==> src/rtl/rv32i_fetch_decode_if.sv <==
// Fetch/decode bus bundle: the instruction-memory port, the control word
// with its valid/ready handshake, the datapath completion/redirect
// return path, and the status outputs.
interface rv32i_fetch_decode_if;
  logic        imem_req;
  logic [31:0] imem_addr;
  logic        imem_ack;
  logic [31:0] imem_rdata;

  logic        ctrl_valid;
  logic        ctrl_ready;
  logic [3:0]  instType;
  logic [2:0]  fun3;
  logic        fun7;
  logic [4:0]  rd;
  logic [4:0]  rs1;
  logic [4:0]  rs2;
  logic [31:0] pc;
  logic [31:0] imm;

  logic        dp_done;
  logic        dp_redirect;
  logic [31:0] dp_target;

  logic        illegal;
  logic [31:0] instret;

  // Sequencer side: drives the fetch request, the control word and the status.
  modport master (
    output imem_req, imem_addr,
    input  imem_ack, imem_rdata,
    output ctrl_valid, instType, fun3, fun7, rd, rs1, rs2, pc, imm,
    input  ctrl_ready,
    input  dp_done, dp_redirect, dp_target,
    output illegal, instret
  );

  // Memory/datapath side: answers fetches, accepts control words, retires them.
  modport slave (
    input  imem_req, imem_addr,
    output imem_ack, imem_rdata,
    input  ctrl_valid, instType, fun3, fun7, rd, rs1, rs2, pc, imm,
    output ctrl_ready,
    output dp_done, dp_redirect, dp_target,
    input  illegal, instret
  );
endinterface

==> src/rtl/rv32i_fetch_decode.sv <==
// Multicycle RV32I fetch/decode sequencer. Fetches one instruction at a
// time, decodes it into a control word, hands it to the datapath and waits
// for completion (and an optional redirect) before fetching the next one.
// Owns the architectural PC and the retired-instruction counter. Illegal
// opcodes and misaligned redirect targets park the block in a terminal trap
// state until reset.
module rv32i_fetch_decode #(
  parameter logic [31:0] RESET_PC = 32'h0000_0000
) (
  input  logic                 clk,
  input  logic                 rst,
  rv32i_fetch_decode_if.master bus
);

  typedef enum logic [2:0] {
    FETCH   = 3'd0,
    DECODE  = 3'd1,
    ISSUE   = 3'd2,
    EXECUTE = 3'd3,
    TRAP    = 3'd4
  } state_t;

  localparam logic [3:0] T_LOAD    = 4'd0;
  localparam logic [3:0] T_IMM     = 4'd1;
  localparam logic [3:0] T_STORE   = 4'd2;
  localparam logic [3:0] T_REG     = 4'd3;
  localparam logic [3:0] T_LUI     = 4'd4;
  localparam logic [3:0] T_AUIPC   = 4'd5;
  localparam logic [3:0] T_BRNCH   = 4'd6;
  localparam logic [3:0] T_JALR    = 4'd7;
  localparam logic [3:0] T_JAL     = 4'd8;
  localparam logic [3:0] T_INVALID = 4'd15;

  state_t      state;
  logic [31:0] pc_q;
  logic [31:0] instr_q;
  logic        imem_req_q;
  logic        ctrl_valid_q;
  logic        illegal_q;
  logic [31:0] instret_q;
  logic [3:0]  type_q;
  logic [2:0]  fun3_q;
  logic        fun7_q;
  logic [4:0]  rd_q;
  logic [4:0]  rs1_q;
  logic [4:0]  rs2_q;
  logic [31:0] pc_out_q;
  logic [31:0] imm_q;

  logic [3:0]  d_type;
  logic [2:0]  d_fun3;
  logic        d_fun7;
  logic [4:0]  d_rd;
  logic [4:0]  d_rs1;
  logic [4:0]  d_rs2;
  logic [31:0] d_imm;

  logic [31:0] imm_i;
  logic [31:0] imm_s;
  logic [31:0] imm_b;
  logic [31:0] imm_u;
  logic [31:0] imm_j;

  // The fetch address is always the architectural PC.
  assign bus.imem_req   = imem_req_q;
  assign bus.imem_addr  = pc_q;
  assign bus.ctrl_valid = ctrl_valid_q;
  assign bus.instType   = type_q;
  assign bus.fun3       = fun3_q;
  assign bus.fun7       = fun7_q;
  assign bus.rd         = rd_q;
  assign bus.rs1        = rs1_q;
  assign bus.rs2        = rs2_q;
  assign bus.pc         = pc_out_q;
  assign bus.imm        = imm_q;
  assign bus.illegal    = illegal_q;
  assign bus.instret    = instret_q;

  assign imm_i = {{20{instr_q[31]}}, instr_q[31:20]};
  assign imm_s = {{20{instr_q[31]}}, instr_q[31:25], instr_q[11:7]};
  assign imm_b = {{19{instr_q[31]}}, instr_q[31], instr_q[7], instr_q[30:25], instr_q[11:8], 1'b0};
  assign imm_u = {instr_q[31:12], 12'b0};
  assign imm_j = {{11{instr_q[31]}}, instr_q[31], instr_q[19:12], instr_q[20], instr_q[30:21], 1'b0};

  // Decode the latched instruction word into a control word, zeroing the
  // fields each instruction format does not use.
  always_comb begin
    d_type = T_INVALID;
    d_fun3 = instr_q[14:12];
    d_fun7 = 1'b0;
    d_rd   = instr_q[11:7];
    d_rs1  = instr_q[19:15];
    d_rs2  = instr_q[24:20];
    d_imm  = 32'h0;

    case (instr_q[6:0])
      7'b0000011: d_type = T_LOAD;
      7'b0010011: d_type = T_IMM;
      7'b0100011: d_type = T_STORE;
      7'b0110011: d_type = T_REG;
      7'b0110111: d_type = T_LUI;
      7'b0010111: d_type = T_AUIPC;
      7'b1100011: d_type = T_BRNCH;
      7'b1100111: d_type = T_JALR;
      7'b1101111: d_type = T_JAL;
      default:    d_type = T_INVALID;
    endcase
    if (instr_q[1:0] != 2'b11) begin
      d_type = T_INVALID;
    end

    case (d_type)
      T_LOAD, T_IMM, T_JALR: d_imm = imm_i;
      T_STORE:               d_imm = imm_s;
      T_BRNCH:               d_imm = imm_b;
      T_LUI, T_AUIPC:        d_imm = imm_u;
      T_JAL:                 d_imm = imm_j;
      default:               d_imm = 32'h0;
    endcase

    if (d_type == T_STORE || d_type == T_BRNCH) begin
      d_rd = 5'd0;
    end
    if (d_type == T_LUI || d_type == T_AUIPC || d_type == T_JAL) begin
      d_rs1  = 5'd0;
      d_fun3 = 3'd0;
    end
    if (!(d_type == T_STORE || d_type == T_BRNCH || d_type == T_REG)) begin
      d_rs2 = 5'd0;
    end
    if (d_type == T_REG || (d_type == T_IMM && instr_q[14:12] == 3'b101)) begin
      d_fun7 = instr_q[30];
    end
  end

  // Sequencer: fetch, decode, issue, wait for completion; all outputs registered.
  always_ff @(posedge clk or negedge rst) begin
    if (!rst) begin
      state        <= FETCH;
      pc_q         <= RESET_PC;
      instr_q      <= 32'h0;
      imem_req_q   <= 1'b0;
      ctrl_valid_q <= 1'b0;
      illegal_q    <= 1'b0;
      instret_q    <= 32'h0;
      type_q       <= T_INVALID;
      fun3_q       <= 3'd0;
      fun7_q       <= 1'b0;
      rd_q         <= 5'd0;
      rs1_q        <= 5'd0;
      rs2_q        <= 5'd0;
      pc_out_q     <= 32'h0;
      imm_q        <= 32'h0;
    end else begin
      case (state)
        FETCH: begin
          if (!imem_req_q) begin
            imem_req_q <= 1'b1;
          end else if (bus.imem_ack) begin
            instr_q    <= bus.imem_rdata;
            imem_req_q <= 1'b0;
            state      <= DECODE;
          end
        end

        DECODE: begin
          type_q <= d_type;
          if (d_type == T_INVALID) begin
            illegal_q <= 1'b1;
            state     <= TRAP;
          end else begin
            fun3_q       <= d_fun3;
            fun7_q       <= d_fun7;
            rd_q         <= d_rd;
            rs1_q        <= d_rs1;
            rs2_q        <= d_rs2;
            imm_q        <= d_imm;
            pc_out_q     <= pc_q;
            ctrl_valid_q <= 1'b1;
            state        <= ISSUE;
          end
        end

        ISSUE: begin
          if (bus.ctrl_ready) begin
            ctrl_valid_q <= 1'b0;
            state        <= EXECUTE;
          end
        end

        EXECUTE: begin
          if (bus.dp_done) begin
            if (bus.dp_redirect && bus.dp_target[1:0] != 2'b00) begin
              illegal_q <= 1'b1;
              state     <= TRAP;
            end else begin
              pc_q       <= bus.dp_redirect ? bus.dp_target : pc_q + 32'd4;
              instret_q  <= instret_q + 32'd1;
              imem_req_q <= 1'b1;
              state      <= FETCH;
            end
          end
        end

        TRAP: begin
          imem_req_q   <= 1'b0;
          ctrl_valid_q <= 1'b0;
          illegal_q    <= 1'b1;
        end

        default: begin
          state <= TRAP;
        end
      endcase
    end
  end

endmodule

==> src/flat_wrapper.sv <==
// flat-port wrapper written by rule: the top's interface ports become plain ports
module rv32i_fetch_decode_flat 
#(
  parameter logic [31:0] RESET_PC = 32'h0000_0000
)
  (clk, rst, bus_imem_req, bus_imem_addr, bus_imem_ack, bus_imem_rdata, bus_ctrl_valid, bus_instType, bus_fun3, bus_fun7, bus_rd, bus_rs1, bus_rs2, bus_pc, bus_imm, bus_ctrl_ready, bus_dp_done, bus_dp_redirect, bus_dp_target, bus_illegal, bus_instret);
  rv32i_fetch_decode_if bus_i ();
  input  logic clk;
  input  logic rst;
  output wire logic [$bits(bus_i.imem_req)-1:0] bus_imem_req;
  output wire logic [$bits(bus_i.imem_addr)-1:0] bus_imem_addr;
  input wire logic [$bits(bus_i.imem_ack)-1:0] bus_imem_ack;
  input wire logic [$bits(bus_i.imem_rdata)-1:0] bus_imem_rdata;
  output wire logic [$bits(bus_i.ctrl_valid)-1:0] bus_ctrl_valid;
  output wire logic [$bits(bus_i.instType)-1:0] bus_instType;
  output wire logic [$bits(bus_i.fun3)-1:0] bus_fun3;
  output wire logic [$bits(bus_i.fun7)-1:0] bus_fun7;
  output wire logic [$bits(bus_i.rd)-1:0] bus_rd;
  output wire logic [$bits(bus_i.rs1)-1:0] bus_rs1;
  output wire logic [$bits(bus_i.rs2)-1:0] bus_rs2;
  output wire logic [$bits(bus_i.pc)-1:0] bus_pc;
  output wire logic [$bits(bus_i.imm)-1:0] bus_imm;
  input wire logic [$bits(bus_i.ctrl_ready)-1:0] bus_ctrl_ready;
  input wire logic [$bits(bus_i.dp_done)-1:0] bus_dp_done;
  input wire logic [$bits(bus_i.dp_redirect)-1:0] bus_dp_redirect;
  input wire logic [$bits(bus_i.dp_target)-1:0] bus_dp_target;
  output wire logic [$bits(bus_i.illegal)-1:0] bus_illegal;
  output wire logic [$bits(bus_i.instret)-1:0] bus_instret;
  assign bus_imem_req = bus_i.imem_req;
  assign bus_imem_addr = bus_i.imem_addr;
  assign bus_i.imem_ack = bus_imem_ack;
  assign bus_i.imem_rdata = bus_imem_rdata;
  assign bus_ctrl_valid = bus_i.ctrl_valid;
  assign bus_instType = bus_i.instType;
  assign bus_fun3 = bus_i.fun3;
  assign bus_fun7 = bus_i.fun7;
  assign bus_rd = bus_i.rd;
  assign bus_rs1 = bus_i.rs1;
  assign bus_rs2 = bus_i.rs2;
  assign bus_pc = bus_i.pc;
  assign bus_imm = bus_i.imm;
  assign bus_i.ctrl_ready = bus_ctrl_ready;
  assign bus_i.dp_done = bus_dp_done;
  assign bus_i.dp_redirect = bus_dp_redirect;
  assign bus_i.dp_target = bus_dp_target;
  assign bus_illegal = bus_i.illegal;
  assign bus_instret = bus_i.instret;
  rv32i_fetch_decode #(.RESET_PC(RESET_PC)) u_core (.clk(clk), .rst(rst), .bus(bus_i));
endmodule
==> config.mk <==
export PLATFORM = sky130hd
export DESIGN_NAME = rv32i_fetch_decode_flat
export DESIGN_NICKNAME = d
export VERILOG_FILES = /design/src/rtl/rv32i_fetch_decode_if.sv /design/src/rtl/rv32i_fetch_decode.sv /design/src/flat_wrapper.sv
export SDC_FILE = /design/constraint.sdc
export NUM_CORES = 1
export LEC_CHECK = 0
export ABC_AREA = 1
export CAP_MARGIN = 20
export CORE_UTILIZATION = 51
export DETAILED_ROUTE_END_ITERATION = 10
export PLACE_DENSITY_LB_ADDON = 0.15
export SLEW_MARGIN = 25
export SYNTH_ARGS = -nofsm -noshare
export SYNTH_HDL_FRONTEND = slang
export SYNTH_SLANG_ARGS = --single-unit
==> constraint.sdc <==
create_clock -name clk -period 2 [get_ports clk]
set_clock_uncertainty 0.15 [all_clocks]
set_input_delay 0.4 -clock clk [delete_from_list [all_inputs] [get_ports clk]]
set_output_delay 0.4 -clock clk [all_outputs]
set_load 0.005 [all_outputs]
==> run_results.csv, run 1 <==
group,metric,value,unit
outcome,status,"complete, no violations",
final_layout,post-route-cell-area,13390,µm²
cts,clock_sinks,189,
placement,placement.setup.worst_slack,-334.6,ps
floorplan,start_util,0.5229,
routing,detailedRoute.firstPassIterationCount,5,
global_route,grt_max_degree,82,
final_layout,layout.cells.most_common_list,"sky130_fd_sc_hd__nand2_1, sky130_fd_sc_hd__clkdlybuf4s50_1, sky130_fd_sc_hd__nor2_1, sky130_fd_sc_hd__dfrtp_1, sky130_fd_sc_hd__inv_1",
cts,clk_path_buf_depth,2,
routing,drt-initial-drc-count,664,
logic_synthesis,synth.distinct_cells,41,
logic_synthesis,netlist_instances,1360,
placement,port_buffers,223,
sta,timing.final.max_slew_violations,0,
power,peakVddDrop,0.0005995,V
cts,htree_levels,4,
logic_synthesis,ys.warnings.count,0,
routing,antenna_left,0,
cts,clock_tree_root_driver_cell,"sky130_fd_sc_hd__clkbuf_16",
floorplan,chipWidth,140.9,µm
cts,tritoncts,"yes",
routing,routed-via-count,9922,
global_route,antenna_violations_before_repair,0,
final_layout,drive_above_1_share,0.09612,
placement,routabilityCongestion,0.9576,
final_layout,layout-area-overhead-vs-synth,35.96,%
final_layout,layout.cells.most_common,"sky130_fd_sc_hd__nand2_1",
placement,placed_cell_area,12670,µm²
sta,finalCriticalPeriod,1982,ps
setup_path,worst_ep_required_time,1450,ps
setup_path,critPathArrivalTime,1430,ps
global_route,grt_pass1_wl,46200,µm
logic_synthesis,synth_ff_type,"sky130_fd_sc_hd__dfrtp_1",
setup_path,worst_setup_path_end_kind,"output pin",
floorplan,die_h,140.9,µm
power,report.power.total,7889,µW
sta,slew_headroom,0.6994,
routing,drcViolationCount,0,
setup_path,reg2regPathDepth,12,
cts,clock_latency,430,ps
global_route,grt-ovfl-total,0,
floorplan,rows,50,
floorplan,ios,224,
routing,wl,28910,µm
routing,drt-wirelength-per-cell,15.35,µm
setup_path,cp-start-kind,"register",
logic_synthesis,post_synth_edffs,0,
floorplan,core_area,18830,µm²
power,p_leak,0.006628,µW
final_layout,fin_nets,1683,
global_route,grt_pass1_vias,9298,
sta,setup-violations-final,0,
power,p_per_area,589.3,nW/µm²
worst_hold_path,worst_hold_path_type,"in -> async",
sta,fin_crit_sh,0.9908,
routing,vias_per_cell,5.269,
sta,max_slew.worst_pin.slew,449.2,ps
logic_synthesis,ys_seq_area_frac,0.4809,
sta,final_hold_viol_count,0,
sta,max_clock_freq,504.7,MHz
setup_path,worstPathMaxFanout,4,
cts,cts_buffers,17,
floorplan,design.die.area,19870,µm²
final_layout,share_of_the_core_filled_with_cells_in_the_final_layout,0.7109,
logic_synthesis,syn-num-nets,1432,
placement,dpl.hpwl,20980,µm
final_layout,antenna_cell_count,0,
sta,finalWorstSetupSlack,18.44,ps
cts,worst_setup_hold_path_clk_slew,70,ps
logic_synthesis,synthesis.area_per_instance,7.239,µm²
setup_path,crit_path_category,"reg -> out",
global_route,globalRouteTotalUtil,0.2936,
flow_run,timing.max_cap.violations,0,
logic_synthesis,synth_seq_cells,189,
logic_synthesis,mappedNetlistArea,9846,µm²
logic_synthesis,ys_async_sr_fraction,1.000,
==> routing by layer <==
| layer | wire, µm | up-vias | global-route usage |
|---|---|---|---|
| met5 | 0 | - | 0 |
| met4 | 706 | 0 | 0.1047 |
| met3 | 2318 | 50 | 0.05503 |
| met2 | 13140 | 409 | 0.4653 |
| met1 | 12750 | 4672 | 0.4045 |
| li1 | - | 4791 | - |
==> final timing paths <==
kind                                          from            endpoint  slack [ps]
max                        u_core.bus.imem_addr[2]    bus_imem_addr[2]          20
min                                            rst  u_core.instr_q[18]         280
max reg2reg                      u_core.instr_q[3]  u_core.bus.imm[14]         130
min reg2reg                      u_core.bus.pc[17]   u_core.bus.pc[17]         330
max in group asynchronous                      rst  u_core.bus.imm[31]         840
min in group clk                 u_core.bus.pc[17]   u_core.bus.pc[17]         330
==> report_power, final <==
part | internal [µW] | switching, µW | total [µW]
Clock | 1670 | 1500 | 3170
Sequential | 3890 | 102 | 3990
Combinational | 362 | 362 | 724
==> cell families after synthesis <==
kind of cell	after synthesis	synth area share
fa+ha+maj	2	0.002541
xor+xnor	15	0.01334
simple gates	797	0.3246
buf+inv	165	0.07053
mux	8	0.009150
flops	189	0.4809
compound gates	184	0.09899
==> final cells by class <==
type	instances	area, µm²
Fill cell	1585	5444
Sequential cell	189	4752
Timing Repair Buffer	283	2870
Multi-Input combinational cell	1006	4462
Clock buffer	20	456.7
Inverter	114	434.2
Clock inverter	11	86.33
Tap cell	260	325.3
==> critical path, stage by stage, from the launching register on <==
cell and delay [ps]:
sky130_fd_sc_hd__dfrtp_1 350, sky130_fd_sc_hd__buf_4 130, sky130_fd_sc_hd__clkdlybuf4s50_1 530
==> registers in the layout, summed over array words and instances (netlist names) <==
name,cells
u_core.bus.imem_addr,32
u_core.bus.imm,32
u_core.bus.instret,32
u_core.bus.pc,32
u_core.instr_q,32
u_core.bus.rd,5
u_core.bus.rs1,5
u_core.bus.rs2,5
u_core.bus.instType,4
u_core.bus.fun3,3
u_core.state,3
u_core.bus.ctrl_valid,1
u_core.bus.fun7,1
u_core.bus.illegal,1
u_core.bus.imem_req,1
==> stage by stage <==
stage	setup TNS [ps]	hold slack, ps	instances
finish	0	282.0	1883
global route	-33.75	298.4	1883
CTS	0	283.2	1877
detailed placement	-9798	171.2	1844
global placement	-6667	171.6	1844
floorplan	0	-45.59	1360
==> synth_stat cells (all sizes together) (2+ instances only) <==
library cell    n  area share
a31oi           2      0.0013
nand3b          4      0.0031
mux2            8      0.0092
xor2           10      0.0089
a22oi           2      0.0015
nand4           4      0.0025
a31o            6      0.0053
nor3           19       0.010
o21ai         113       0.057
ha              2      0.0025
o211ai          3      0.0023
clkinv          2     0.00089
inv           112       0.043
dfstp           4       0.011
xnor2           5      0.0044
o22ai           2      0.0013
nor2          181       0.071
a21oi          51       0.026
dfrtp         185        0.47
o21a            2      0.0015
buf            30       0.019
nand3          72       0.037
or2             4      0.0025
clkbuf         21      0.0080
nand2         513        0.20
==> what timing repair did <==
item	CTS	global route
endpoints found under the setup margin	10	109
hold endpoints to repair	27	0
setup buffers	1	4
gates cloned	0	2
hold buffers	1	0
resized for setup	9	25
pin swaps	0	2
Power figures use the tool's default switching activity.
==> run 2, diff against run 1 <==
- CORE_ASPECT_RATIO: default -> 1.25
- PLACE_DENSITY_LB_ADDON: 0.15 -> 0.25
==> run_results.csv, run 2 (synthesis gave the netlist of run 1 again) <==
group,metric,value,unit
outcome,status,"complete, no violations",
floorplan,chipWidth,126.3,µm
setup_path,critical_path_buf_inv_count,1,
floorplan,start_util,0.5224,
final_layout,antenna_cell_count,0,
worst_hold_path,worst_case_hold_path_end_point,"u_core.bus.imm[25]",
flow_run,timing.max_cap.violations,0,
sta,slew_headroom,0.6716,
setup_path,critPathArrivalTime,1420,ps
cts,clk_path_buf_depth,2,
setup_path,delay_of_the_slowest_cell_on_the_worst_path,550,ps
routing,drt-wirelength-per-cell,15.62,µm
cts,cts_buffers,17,
setup_path,worst_setup_path_end_kind,"output pin",
floorplan,ios,224,
setup_path,worst_path_max_delay_cell,"sky130_fd_sc_hd__clkdlybuf4s50_1",
routing,drcViolationCount,0,
sta,fin_crit_sh,0.9861,
routing,detailedRoute.firstPassIterationCount,5,
floorplan,design.die.area,19870,µm²
setup_path,register_to_register_setup_slack,100,ps
cts,clock_tree_root_driver_cell,"sky130_fd_sc_hd__clkbuf_16",
sta,setup-violations-final,0,
setup_path,path_cells,"clkdlybuf4s50_1",
global_route,grt_pass1_vias,9410,
power,p_per_area,602.2,nW/µm²
setup_path,r2r_end,"u_core.bus.imm[21]",
cts,clock_sinks,189,
sta,final_hold_viol_count,0,
worst_hold_path,worst_hold_path_type,"reg -> reg",
cts,htree_levels,4,
routing,drt-initial-drc-count,697,
cts,worst_setup_hold_path_clk_slew,70,ps
routing,antenna_left,0,
placement,dpl.hpwl,21030,µm
routing,vias_per_cell,5.278,
setup_path,crit_family,"buffers and inverters",
sta,finalCriticalPeriod,1972,ps
floorplan,rows,56,
routing,wl,29120,µm
setup_path,worstPathMaxFanout,4,
global_route,globalRouteTotalUtil,0.2946,
placement,routabilityCongestion,0.9369,
power,peakVddDrop,0.0005371,V
final_layout,finish.cell_count_without_fillers,1865,
power,report.power.total,8115,µW
global_route,grt_max_degree,56,
setup_path,reg2reg_from,"u_core.instr_q[0]",
routing,routed-via-count,9844,
worst_hold_path,timing.hold.worst.start,"u_core.bus.imm[25]",
setup_path,reg2regPathDepth,11,
sta,setup_repair_after_global_routing_missed_its_margin,"true",
sta,max_clock_freq,507.0,MHz
cts,tritoncts,"yes",
power,p_leak,0.006703,µW
global_route,antenna_violations_before_repair,0,
final_layout,fin_nets,1693,
worst_hold_path,worst_hold_path.num_cells,2,
final_layout,layout-area-overhead-vs-synth,36.87,%
final_layout,drive_above_1_share,0.1059,
sta,max_slew.worst_pin.slew,492.6,ps
floorplan,die_h,157.3,µm
cts,clock_latency,430,ps
placement,dp.cells,1823,
global_route,grt_pass1_wl,46090,µm
global_route,grt-ovfl-total,0,
setup_path,crit_path_category,"reg -> out",
sta,timing.final.max_slew_violations,0,
placement,port_buffers,223,
floorplan,core_area,18850,µm²
setup_path,cp-start-kind,"register",
final_layout,filler_cell_count,1550,
setup_path,worst_ep_required_time,1450,ps
final_layout,layout.cells.most_common_list,"sky130_fd_sc_hd__nand2_1, sky130_fd_sc_hd__clkdlybuf4s50_1, sky130_fd_sc_hd__nor2_1",
final_layout,layout.cells.most_common,"sky130_fd_sc_hd__nand2_1",
## run 2: worst max path at each step
stage                             start                  endpoint  slack, ps  cells past startpoint
2_1_floorplan   u_core.bus.imem_addr[3]  u_core.bus.imem_addr[28]        190                     10
3_3_place_gp           bus_dp_target[1]    u_core.bus.instret[11]       -170                     12
3_5_place_dp           bus_dp_target[1]    u_core.bus.instret[11]       -260                     12
4_1_cts        u_core.bus.imem_addr[17]         bus_imem_addr[17]          6                      1
5_1_grt         u_core.bus.imem_addr[2]  u_core.bus.imem_addr[28]        -20                     11
6_report        u_core.bus.imem_addr[8]          bus_imem_addr[8]         30                      1
## run 2: layout make-up
class                   instances  area, µm²  share of cell area
multi-input cells            1006       4466              0.3314
inverters                     114      431.7             0.03203
well taps                     232      290.3             0.02154
clock buffers                  17      425.4             0.03157
flip-flops and latches        189       4758              0.3531
clock inverters                14      148.9             0.01105
repair buffers                293       2955              0.2193
## run 2: metrics by stage
step	instance area [µm²]	hold WS, ps	setup TNS, ps	setup WS (ps)	util
6_report	13480	336.6	0	27.71	0.7150
5_1_grt	13480	358.4	-43.29	-17.37	0.7150
4_1_cts	13310	339.1	0	6.318	0.7064
3_5_place_dp	12690	254.7	-6508	-261.0	0.6734
3_3_place_gp	12690	258.1	-3894	-174.4	0.6734
2_1_floorplan	9846	-45.59	0	186.2	-
## run 2: metal layers
layer / global-route usage / vias to the layer above / routed length (µm)
met2: 0.5130 / 368 / 14640
li1: - / 4812 / -
met5: 0 / - / 0
met1: 0.3664 / 4604 / 12010
met3: 0.04725 / 60 / 1604
met4: 0.1165 / 0 / 871
## run 2: repair_timing
item	4_1_cts	5_1_grt
gates cloned	0	2
hold buffers	1	0
setup endpoints to repair	14	69
resized for setup	12	32
hold endpoints to repair	44	0
buffers inserted	4	4
pin swaps	0	1
## run 2: report_power, final
part,switching [µW],internal [µW]
clock network,1620,1760
registers,98.1,3890
logic,365,372
total,2090,6030
